**config.mk**
```make
export PLATFORM = sky130hd
export DESIGN_NAME = mult_unit_pipelined_flat
export DESIGN_NICKNAME = d
export VERILOG_FILES = /design/src/rtl/mult_unit_pipelined_if.sv /design/src/rtl/mult_unit_pipelined.sv /design/src/flat_wrapper.sv
export SDC_FILE = /design/constraint.sdc
export NUM_CORES = 2
export LEC_CHECK = 0
export CORE_ASPECT_RATIO = 0.6
export CORE_MARGIN = 2
export CORE_UTILIZATION = 50
export DETAILED_ROUTE_END_ITERATION = 12
export MAX_ROUTING_LAYER = met4
export PLACE_DENSITY = 0.66
export SLEW_MARGIN = 25
export SYNTH_ARGS = -nofsm -noshare
export SYNTH_HDL_FRONTEND = slang
export SYNTH_SLANG_ARGS = --single-unit
```
**constraint.sdc**
```tcl
create_clock -name clk_in -period 17.56 [get_ports clk_in]
set_input_delay 3.512 -clock clk_in [delete_from_list [all_inputs] [get_ports clk_in]]
set_output_delay 3.512 -clock clk_in [all_outputs]
set_load 0.1 [all_outputs]
```
**src/rtl/mult_unit_pipelined_if.sv**
```systemverilog
// Issue/result bundle for the pipelined multiply unit.
// The issue side is the master; the multiply unit is the slave.
interface mult_unit_pipelined_if #(
    parameter int unsigned WIDTH        = 32,
    parameter int unsigned ROB_IX_WIDTH = 3
);
    logic                    valid_in;
    logic [1:0]              op_in;
    logic [WIDTH-1:0]        rval1_in;
    logic [WIDTH-1:0]        rval2_in;
    logic [ROB_IX_WIDTH-1:0] rob_ix_in;
    logic                    read_in;
    logic                    flush_in;
    logic                    ready_out;
    logic                    valid_out;
    logic [WIDTH-1:0]        data_out;
    logic [ROB_IX_WIDTH-1:0] rob_ix_out;

    modport master (
        output valid_in, op_in, rval1_in, rval2_in, rob_ix_in, read_in, flush_in,
        input  ready_out, valid_out, data_out, rob_ix_out
    );

    modport slave (
        input  valid_in, op_in, rval1_in, rval2_in, rob_ix_in, read_in, flush_in,
        output ready_out, valid_out, data_out, rob_ix_out
    );
endinterface

```
**src/rtl/mult_unit_pipelined.sv**
```systemverilog
// Fully pipelined RV32M multiply unit: in-order output FIFO, credit-based ready,
// flush of all in-flight work.
module mult_unit_pipelined #(
    parameter int unsigned WIDTH           = 32,
    parameter int unsigned LATENCY         = 4,
    parameter int unsigned ROB_IX_WIDTH    = 3,
    parameter int unsigned MAX_OUTSTANDING = 5
) (
    input logic                  clk_in,
    input logic                  rst_in,
    mult_unit_pipelined_if.slave bus
);
    localparam int unsigned ProdWidth = 2 * WIDTH;
    localparam int unsigned PtrWidth  = (MAX_OUTSTANDING > 1) ? $clog2(MAX_OUTSTANDING) : 1;
    localparam int unsigned CntWidth  = $clog2(MAX_OUTSTANDING + 1);
    localparam logic [CntWidth-1:0] MaxOut  = CntWidth'(MAX_OUTSTANDING);
    localparam logic [PtrWidth-1:0] LastPtr = PtrWidth'(MAX_OUTSTANDING - 1);

    logic                    ready;
    logic                    accept;
    logic                    pop;
    logic [ProdWidth-1:0]    a_ext;
    logic [ProdWidth-1:0]    b_ext;
    logic [ProdWidth-1:0]    in_prod;

    logic                    tl_valid;
    logic [1:0]              tl_op;
    logic [ROB_IX_WIDTH-1:0] tl_tag;
    logic [ProdWidth-1:0]    tl_prod;
    logic [WIDTH-1:0]        tl_res;

    logic [WIDTH-1:0]        buf_data_q [MAX_OUTSTANDING];
    logic [ROB_IX_WIDTH-1:0] buf_tag_q  [MAX_OUTSTANDING];
    logic [PtrWidth-1:0]     wr_ptr_q, rd_ptr_q;
    logic [CntWidth-1:0]     buf_cnt_q, outstanding_q;

    function automatic logic [PtrWidth-1:0] ptr_inc(input logic [PtrWidth-1:0] p);
        return (p == LastPtr) ? '0 : p + 1'b1;
    endfunction

    assign ready  = (outstanding_q < MaxOut);
    assign accept = bus.valid_in && ready && !bus.flush_in;
    assign pop    = (buf_cnt_q != '0) && bus.read_in && !bus.flush_in;

    // Sign-extend per op so one 2W-bit product (mod 2^2W) serves all four modes.
    always_comb begin
        a_ext = {{WIDTH{(bus.op_in == 2'b01 || bus.op_in == 2'b10) && bus.rval1_in[WIDTH-1]}},
                 bus.rval1_in};
        b_ext = {{WIDTH{(bus.op_in == 2'b01) && bus.rval2_in[WIDTH-1]}}, bus.rval2_in};
        in_prod = a_ext * b_ext;
    end

    // The output buffer write is the final stage, so LATENCY-1 registers sit before it.
    if (LATENCY == 1) begin : g_no_stage
        assign tl_valid = accept;
        assign tl_op    = bus.op_in;
        assign tl_tag   = bus.rob_ix_in;
        assign tl_prod  = in_prod;
    end else begin : g_stages
        localparam int Stages = LATENCY - 1;

        logic [Stages-1:0]       st_valid_q;
        logic [1:0]              st_op_q   [Stages];
        logic [ROB_IX_WIDTH-1:0] st_tag_q  [Stages];
        logic [ProdWidth-1:0]    st_prod_q [Stages];

        always_ff @(posedge clk_in) begin
            if (rst_in || bus.flush_in) begin
                st_valid_q <= '0;
            end else begin
                st_valid_q[0] <= accept;
                for (int i = 1; i < Stages; i++) st_valid_q[i] <= st_valid_q[i-1];
            end
        end

        always_ff @(posedge clk_in) begin
            st_op_q[0]   <= bus.op_in;
            st_tag_q[0]  <= bus.rob_ix_in;
            st_prod_q[0] <= in_prod;
            for (int i = 1; i < Stages; i++) begin
                st_op_q[i]   <= st_op_q[i-1];
                st_tag_q[i]  <= st_tag_q[i-1];
                st_prod_q[i] <= st_prod_q[i-1];
            end
        end

        assign tl_valid = st_valid_q[Stages-1];
        assign tl_op    = st_op_q[Stages-1];
        assign tl_tag   = st_tag_q[Stages-1];
        assign tl_prod  = st_prod_q[Stages-1];
    end

    assign tl_res = (tl_op == 2'b00) ? tl_prod[WIDTH-1:0] : tl_prod[ProdWidth-1:WIDTH];

    always_ff @(posedge clk_in) begin
        if (rst_in || bus.flush_in) begin
            wr_ptr_q      <= '0;
            rd_ptr_q      <= '0;
            buf_cnt_q     <= '0;
            outstanding_q <= '0;
        end else begin
            if (tl_valid) wr_ptr_q <= ptr_inc(wr_ptr_q);
            if (pop)      rd_ptr_q <= ptr_inc(rd_ptr_q);
            buf_cnt_q     <= buf_cnt_q + CntWidth'(tl_valid) - CntWidth'(pop);
            outstanding_q <= outstanding_q + CntWidth'(accept) - CntWidth'(pop);
        end
    end

    // Credits bound the buffer occupancy, so a write never lands on a live entry.
    always_ff @(posedge clk_in) begin
        if (tl_valid) begin
            buf_data_q[wr_ptr_q] <= tl_res;
            buf_tag_q[wr_ptr_q]  <= tl_tag;
        end
    end

    assign bus.ready_out  = ready;
    assign bus.valid_out  = (buf_cnt_q != '0);
    assign bus.data_out   = bus.valid_out ? buf_data_q[rd_ptr_q] : '0;
    assign bus.rob_ix_out = bus.valid_out ? buf_tag_q[rd_ptr_q] : '0;
endmodule

```
**src/flat_wrapper.sv**
```systemverilog
// flat-port wrapper written by rule: the top's interface ports become plain ports
module mult_unit_pipelined_flat 
#(
    parameter int unsigned WIDTH           = 32,
    parameter int unsigned LATENCY         = 4,
    parameter int unsigned ROB_IX_WIDTH    = 3,
    parameter int unsigned MAX_OUTSTANDING = 5
)
  (clk_in, rst_in, bus_valid_in, bus_op_in, bus_rval1_in, bus_rval2_in, bus_rob_ix_in, bus_read_in, bus_flush_in, bus_ready_out, bus_valid_out, bus_data_out, bus_rob_ix_out);
  mult_unit_pipelined_if #(.WIDTH(WIDTH), .ROB_IX_WIDTH(ROB_IX_WIDTH)) bus_i ();
  input logic clk_in;
  input logic rst_in;
  input wire logic [$bits(bus_i.valid_in)-1:0] bus_valid_in;
  input wire logic [$bits(bus_i.op_in)-1:0] bus_op_in;
  input wire logic [$bits(bus_i.rval1_in)-1:0] bus_rval1_in;
  input wire logic [$bits(bus_i.rval2_in)-1:0] bus_rval2_in;
  input wire logic [$bits(bus_i.rob_ix_in)-1:0] bus_rob_ix_in;
  input wire logic [$bits(bus_i.read_in)-1:0] bus_read_in;
  input wire logic [$bits(bus_i.flush_in)-1:0] bus_flush_in;
  output wire logic [$bits(bus_i.ready_out)-1:0] bus_ready_out;
  output wire logic [$bits(bus_i.valid_out)-1:0] bus_valid_out;
  output wire logic [$bits(bus_i.data_out)-1:0] bus_data_out;
  output wire logic [$bits(bus_i.rob_ix_out)-1:0] bus_rob_ix_out;
  assign bus_i.valid_in = bus_valid_in;
  assign bus_i.op_in = bus_op_in;
  assign bus_i.rval1_in = bus_rval1_in;
  assign bus_i.rval2_in = bus_rval2_in;
  assign bus_i.rob_ix_in = bus_rob_ix_in;
  assign bus_i.read_in = bus_read_in;
  assign bus_i.flush_in = bus_flush_in;
  assign bus_ready_out = bus_i.ready_out;
  assign bus_valid_out = bus_i.valid_out;
  assign bus_data_out = bus_i.data_out;
  assign bus_rob_ix_out = bus_i.rob_ix_out;
  mult_unit_pipelined #(.WIDTH(WIDTH), .LATENCY(LATENCY), .ROB_IX_WIDTH(ROB_IX_WIDTH), .MAX_OUTSTANDING(MAX_OUTSTANDING)) u_core (.clk_in(clk_in), .rst_in(rst_in), .bus(bus_i));
endmodule
```
; ---- Yosys cells after proc, flatten, opt, wreduce, memory -nomap -nowiden
; Memory sizes are Yosys's and may differ from the RTL's. A register that Yosys moved wholly into a read port is not among the register bits.
; Index checks and enable logic that the tools add are counted.
[word_totals]
mem_bits_rw = 382
out_inout_bits = 37
regBits = 15
inputBits = 74
elab_cells = 44
memories = 5
[memory_table]
columns = memory, words, word_bits, rd, rd_ports_with_merged_regs, write_ports, line_no
row1 = u_core.g_stages.st_prod_q, 3, 64, 3, 0, 3, mult_unit_pipelined.sv:65  ; logic [ProdWidth-1:0] st_prod_q [Stages];
row2 = u_core.buf_data_q, 5, 32, 1, 1, 1, mult_unit_pipelined.sv:32  ; logic [WIDTH-1:0] buf_data_q [MAX_OUTSTANDING];
row3 = u_core.buf_tag_q, 5, 3, 1, 1, 1, mult_unit_pipelined.sv:33  ; logic [ROB_IX_WIDTH-1:0] buf_tag_q [MAX_OUTSTANDING];
row4 = u_core.g_stages.st_tag_q, 3, 3, 3, 0, 3, mult_unit_pipelined.sv:64  ; logic [ROB_IX_WIDTH-1:0] st_tag_q [Stages];
row5 = u_core.g_stages.st_op_q, 3, 2, 3, 0, 3, mult_unit_pipelined.sv:63  ; logic [1:0] st_op_q [Stages];
[classes]
eq_ne = 4
n_addsub = 6
reduce_logical = 11
mux = 11
n_mul = 1
magnitude_cmp = 1
[op_table]
columns = operator, count
row1 = multiplier 33 x 33 -> 64 bit, 1
row2 = two-way mux 32 bit, 2
row3 = two-way mux 3 bit, 7
row4 = adder 3 x 1 -> 3 bit, 2
row5 = "adder 3 x 1 -> 3 bit, second input constant", 2
row6 = "equality test 3 bit, second input constant", 2
row7 = logical AND 1 bit, 6
row8 = subtractor 3 x 1 -> 3 bit, 2
row9 = "< comparator 3 bit, second input constant", 1
row10 = nonzero test 3 bit, 1
row11 = "equality test 2 x 1 -> 1 bit, second input constant", 1
row12 = "equality test 2 bit, second input constant", 1
row13 = zero test 2 bit, 1
row14 = logical OR 1 bit, 2
row15 = two-way mux 1 bit, 2
row16 = zero test 1 bit, 1

; ---- Depth between registers and ports, before layout
[logic_depth]
word_depth = 5
ltp_mapped = 31
depth_no_buf = 29

; ---- Worst setup path before layout
; Ideal clock, no wire load.
[synth_path]
kind = input to register
from = input port bus_op_in[1]
to = memory u_core.g_stages.st_prod_q[0][62] in the netlist's numbering
path_buffers = 2
stages = 30
setup_time_ns = 0.133
arrival_time_ns = 11.040
path_slack_ns = 6.386
required_time_ns = 17.427
cell_sequence = inv_1 > ha_1 > nor2b_1 > clkbuf_1 > nand2_1 > inv_1 > fa_1 > inv_1 > fa_1 > inv_1 > fa_1 > fa_1 > inv_1 > fa_1 > inv_1 > fa_1 > inv_1 > fa_1 > fa_1 > inv_1 > ha_1 > clkbuf_1 > a21o_1 > a31o_2 > a21oi_1 > nor2_1 > a211oi_1 > o31ai_1 > mux2_2 > o2111ai_1
[synth_lines]
columns = item, line_no
row1 = "start, declared", flat_wrapper.sv:14  ; input wire logic [$bits(bus_i.op_in)-1:0] bus_op_in;
row2 = "end, declared", mult_unit_pipelined.sv:65

==> results by stage <==
Yosys:
- The post-synthesis cell type with the largest combined area is fa_1.
- The share of synthesized cell area in and, or, nand and nor gates is 0.116.
- In this run, synthesis produced a sequential element count of 400.
- In the post-synthesis netlist, the biggest area contributors are fa_1 (45%), edfxtp_1 (11%), dfxtp_1 (9.0%).
- Counting flops with an async set or reset pin after synthesis yields a share of 0.
- The average instance in the mapped netlist occupies 10.3 um2.
- Yosys mapped a number of flops with a built-in enable equal to 175.
- Of the total synthesized cell area, the portion taken by full adders, half adders and majority gates is 0.508.
- The fraction of synthesized area in multiplexers is 0.0309.
- The number of library cell types mapped by synthesis is 62.
- The number of warnings reported in the yosys synthesis log is 0.
- The synthesized netlist occupies a cell area of 0.0499 mm2.
- For this run, the leading register cell type out of synthesis is dfxtp_1.
- The post-synthesis xor/xnor area fraction is 0.0140.
- The share of the Yosys chip area taken by registers is 0.196.
- In the synthesized netlist, the number of instances is 4842.
- The share of synthesized area in the top cell type comes to 0.452.
- The combinational family with the most area after synthesis is adder cells.
- The compound-cell area share of the yosys netlist is 0.0269.
- The net count of the mapped netlist is 6266.

Timing:
- The number of pins exceeding their max-slew limit in the final report is 0.
- The transition time at the pin with the least slew margin is 1.13 ns.
- The final-layout worst hold slack is 0.312 ns.
- The number of hold-slack violations in the final timing report is 0.
- Setup violations remaining at the end of the flow were counted as 0.
- The relative max-transition margin is 0.247.
- The smallest clock period supported by the final layout is computed as 12.22 ns.
- Setup repair after global routing left no endpoint under its margin.
- The sum of negative setup slack is 0 ns.
- The largest clock skew in the final design is 0.0177 ns.
- The maximum clock frequency is 0.0819 GHz.
- The post-route fraction of the period consumed by the critical path is 0.696.

Worst setup path:
- The startpoint identified for the worst register-to-register timing path is u_core.buf_cnt_q[0].
- The critical-path maximum fanout is 34.
- In this run the register-to-register setup slack is 14.81 ns.
- The number of cells on the worst reg-to-reg path is 13.
- The endpoint of the worst register-to-register path is u_core.buf_cnt_q[2].
- The critical path is of the primary input to flop type.
- On the worst path, the slowest cell contributes a delay of 0.64 ns.
- Following the worst setup path forward leads to its endpoint at u_core.g_stages.st_prod_q[0][62].
- STA puts the critical path data required time at 17.97 ns.
- STA classifies the critical path endpoint as a flop.
- Among the stages of the critical path, the cell type that occurs most often is fa_1.
- The launch point of the worst path is bus_rval1_in[31].
- The slowest stage of the critical path belongs to the cell fa_1.
- The worst setup path is launched from a primary input.
- STA puts the critical path data arrival time at 12.63 ns.

Clock network:
- Post-CTS timing repair inserted 0 buffers for setup.
- No sink is reached through more buffers than the 3 on the longest clock path.
- The TritonCTS buffer count is 34.
- TritonCTS built the clock tree.
- Hold repair after CTS inserted 0 buffers.
- The clock drives 400 sinks.
- The clock-pin slew on the worst setup and hold paths is 0.07 ns.
- The clock reaches the later pin of the worst-skew pair after 0.52 ns.
- The tree is rooted in a clkbuf_16.
- CTS built an H-tree with a depth of 2.
- The number of resized instances in the post-cts repair step is 0.

Global routing:
- The number of antenna violations at the first check in global routing came to 5.
- The first global-routing pass estimated 209000 um of wire.
- The most utilized layer in the global route result is met1.
- For this run, the total global-route usage over all layers was measured as 0.273.
- For met2 alone, demand over resource in global routing was 0.367.
- The remaining global-route overflow is 0.
- The number of global-route vias before repair was 35369.
- In the global route stage, met1 resource usage came out at 0.422.
- Entering global routing, the biggest net connects 37 pins.
- For this run, global-route usage on met3 was measured as 0.0709.

Final layout:
- The most frequent standard cell in the layout excluding fill and tap cells is inv_1.
- The proportion of layout cells with a drive suffix above 1 is 0.0467.
- Leaving out fill and tap cells, the most frequent cells in the layout are inv_1 (1201), fa_1 (1127), nand2_1 (776), and2_1 (318).
- The post-route cell area is 0.0534 mm2.
- Compared with the post-synthesis result, the final layout area differs by 6.98%.
- The final standard cell utilization of the core is 0.541.
- The final net count is 6244.

Die:
- The die outline width is 412 um.
- The I/O pin count is 111.
- In this run the core area contains 89 standard-cell rows.
- The die area is 0.102 mm2.
- The region available for standard cell placement spans 0.0987 mm2.
- The die extent in y is 249 um.
- The initial utilization of the core area, before any placement, comes to 0.506.

Placement:
- The number of buffers inserted by port buffering is 110.
- Routability-driven placement finished with a final weighted congestion of 0.935.
- Once placement finished, the instance area stood at 0.0523 mm2.
- The HPWL after detailed placement is 99400 um.

Drt:
- After detailed routing, the average wire length per cell comes to 20.9 um.
- The routed layout has 32400 vias.
- The average via count per standard cell is 5.25.
- The remaining antenna violation count after routing is 0.
- The first detailed-routing pass ran for 5 iterations.
- The total length of routed wires is 129000 um.
- After detailed routing, the number of remaining DRC violations is 0.
- The detailed router's first-iteration violation count is 2834.

Hold path:
- The worst hold path was traced through 0 stages.
- The worst hold path belongs to the class flop to flop.

Run status:
- The flow ran to the end, and the final reports show no timing, DRC or antenna violations.

Run:
- The tool flagged a number of max-cap violations equal to 0.
==> worst min-delay path by stage <==
stage / from / end / slack (ns)
floorplan: u_core.g_stages.st_op_q[0][0] / u_core.g_stages.st_op_q[0][2] / 0.31
global placement: u_core.g_stages.st_prod_q[0][33] / u_core.g_stages.st_prod_q[0][97] / 0.31
detailed placement: u_core.g_stages.st_prod_q[0][44] / u_core.g_stages.st_prod_q[0][108] / 0.31
CTS: u_core.g_stages.st_tag_q[0][0] / u_core.g_stages.st_tag_q[0][3] / 0.32
global route: u_core.g_stages.st_prod_q[0][107] / u_core.g_stages.st_prod_q[0][171] / 0.32
finish: u_core.g_stages.st_tag_q[0][0] / u_core.g_stages.st_tag_q[0][3] / 0.31
==> synthesized netlist by cell type, types with 4 or more instances <==
cell type	count
ha_1	223
o21ai_0	23
a21oi_1	58
a31oi_1	6
and3_1	5
and2_1	318
xor2_1	28
o21bai_1	8
o21a_1	10
nor3b_1	4
mux2_2	33
xnor2_1	52
mux4_2	35
edfxtp_1	175
or2_2	12
nand2b_1	9
nor2b_1	10
nor3_1	8
nand3_1	10
mux2i_1	38
clkbuf_1	224
a21o_1	38
nand4_1	13
a211oi_1	7
fa_1	1127
a221o_1	4
inv_1	1200
nand2_1	776
buf_1	11
and4_1	4
a41oi_1	6
nor2_1	92
dfxtp_1	225
==> area by class of cell <==
| cell class | instances | area (um2) |
|---|---|---|
| Inverter | 1200 | 4500 |
| Tap cell | 1319 | 1650 |
| Timing Repair Buffer | 181 | 1590 |
| Multi-Input combinational cell | 3003 | 34800 |
| Clock buffer | 45 | 933 |
| Antenna cell | 5 | 12.5 |
| Sequential cell | 400 | 9760 |
| Fill cell | 8658 | 45300 |
| Clock inverter | 15 | 156 |
==> layer usage <==
metal  routed length, um  vias up
met3               14900      118
met5                   0        -
li1                    -    14070
met2               51200     1602
met1               60600    16610
met4                2070        0
==> registers in the layout (all words and copies together), names as in the netlist, named ones only <==
name and count:
u_core.buf_tag_q 15, u_core.buf_cnt_q 3, u_core.g_stages.st_valid_q 3, u_core.rd_ptr_q 3
u_core.wr_ptr_q 3, u_core.g_stages.st_op_q 6, u_core.g_stages.st_tag_q 9, u_core.outstanding_q 3
u_core.buf_data_q 160, u_core.g_stages.st_prod_q 192
==> cell families after synthesis <==
family / count (synthesis)
buffers and inverters: 1439
AND/OR/NAND/NOR: 1274
AO/OA/AOI/OAI: 193
XOR/XNOR: 80
flip-flops: 400
adder cells (fa/ha/maj): 1350
multiplexers: 106
==> stage by stage <==
step	std cells	worst slack, ns
global placement	6103	5.01
CTS	6163	5.39
global route	6164	4.80
detailed placement	6103	4.85
finish	6168	5.34
floorplan	4842	6.39
==> worst max-delay path, delay by kind of cell <==
| family | cells | cell delay [ns] |
|---|---|---|
| adders and majority gates | 9 | 4.52 |
| AOI/OAI and AO/OA | 3 | 0.90 |
| buffers and inverters | 7 | 1.83 |
| and+or+nand+nor | 5 | 1.44 |
| muxes | 1 | 0.39 |
Power is not shown: default switching activity piles up to over one toggle a cycle in this logic, so the estimate is an artifact.
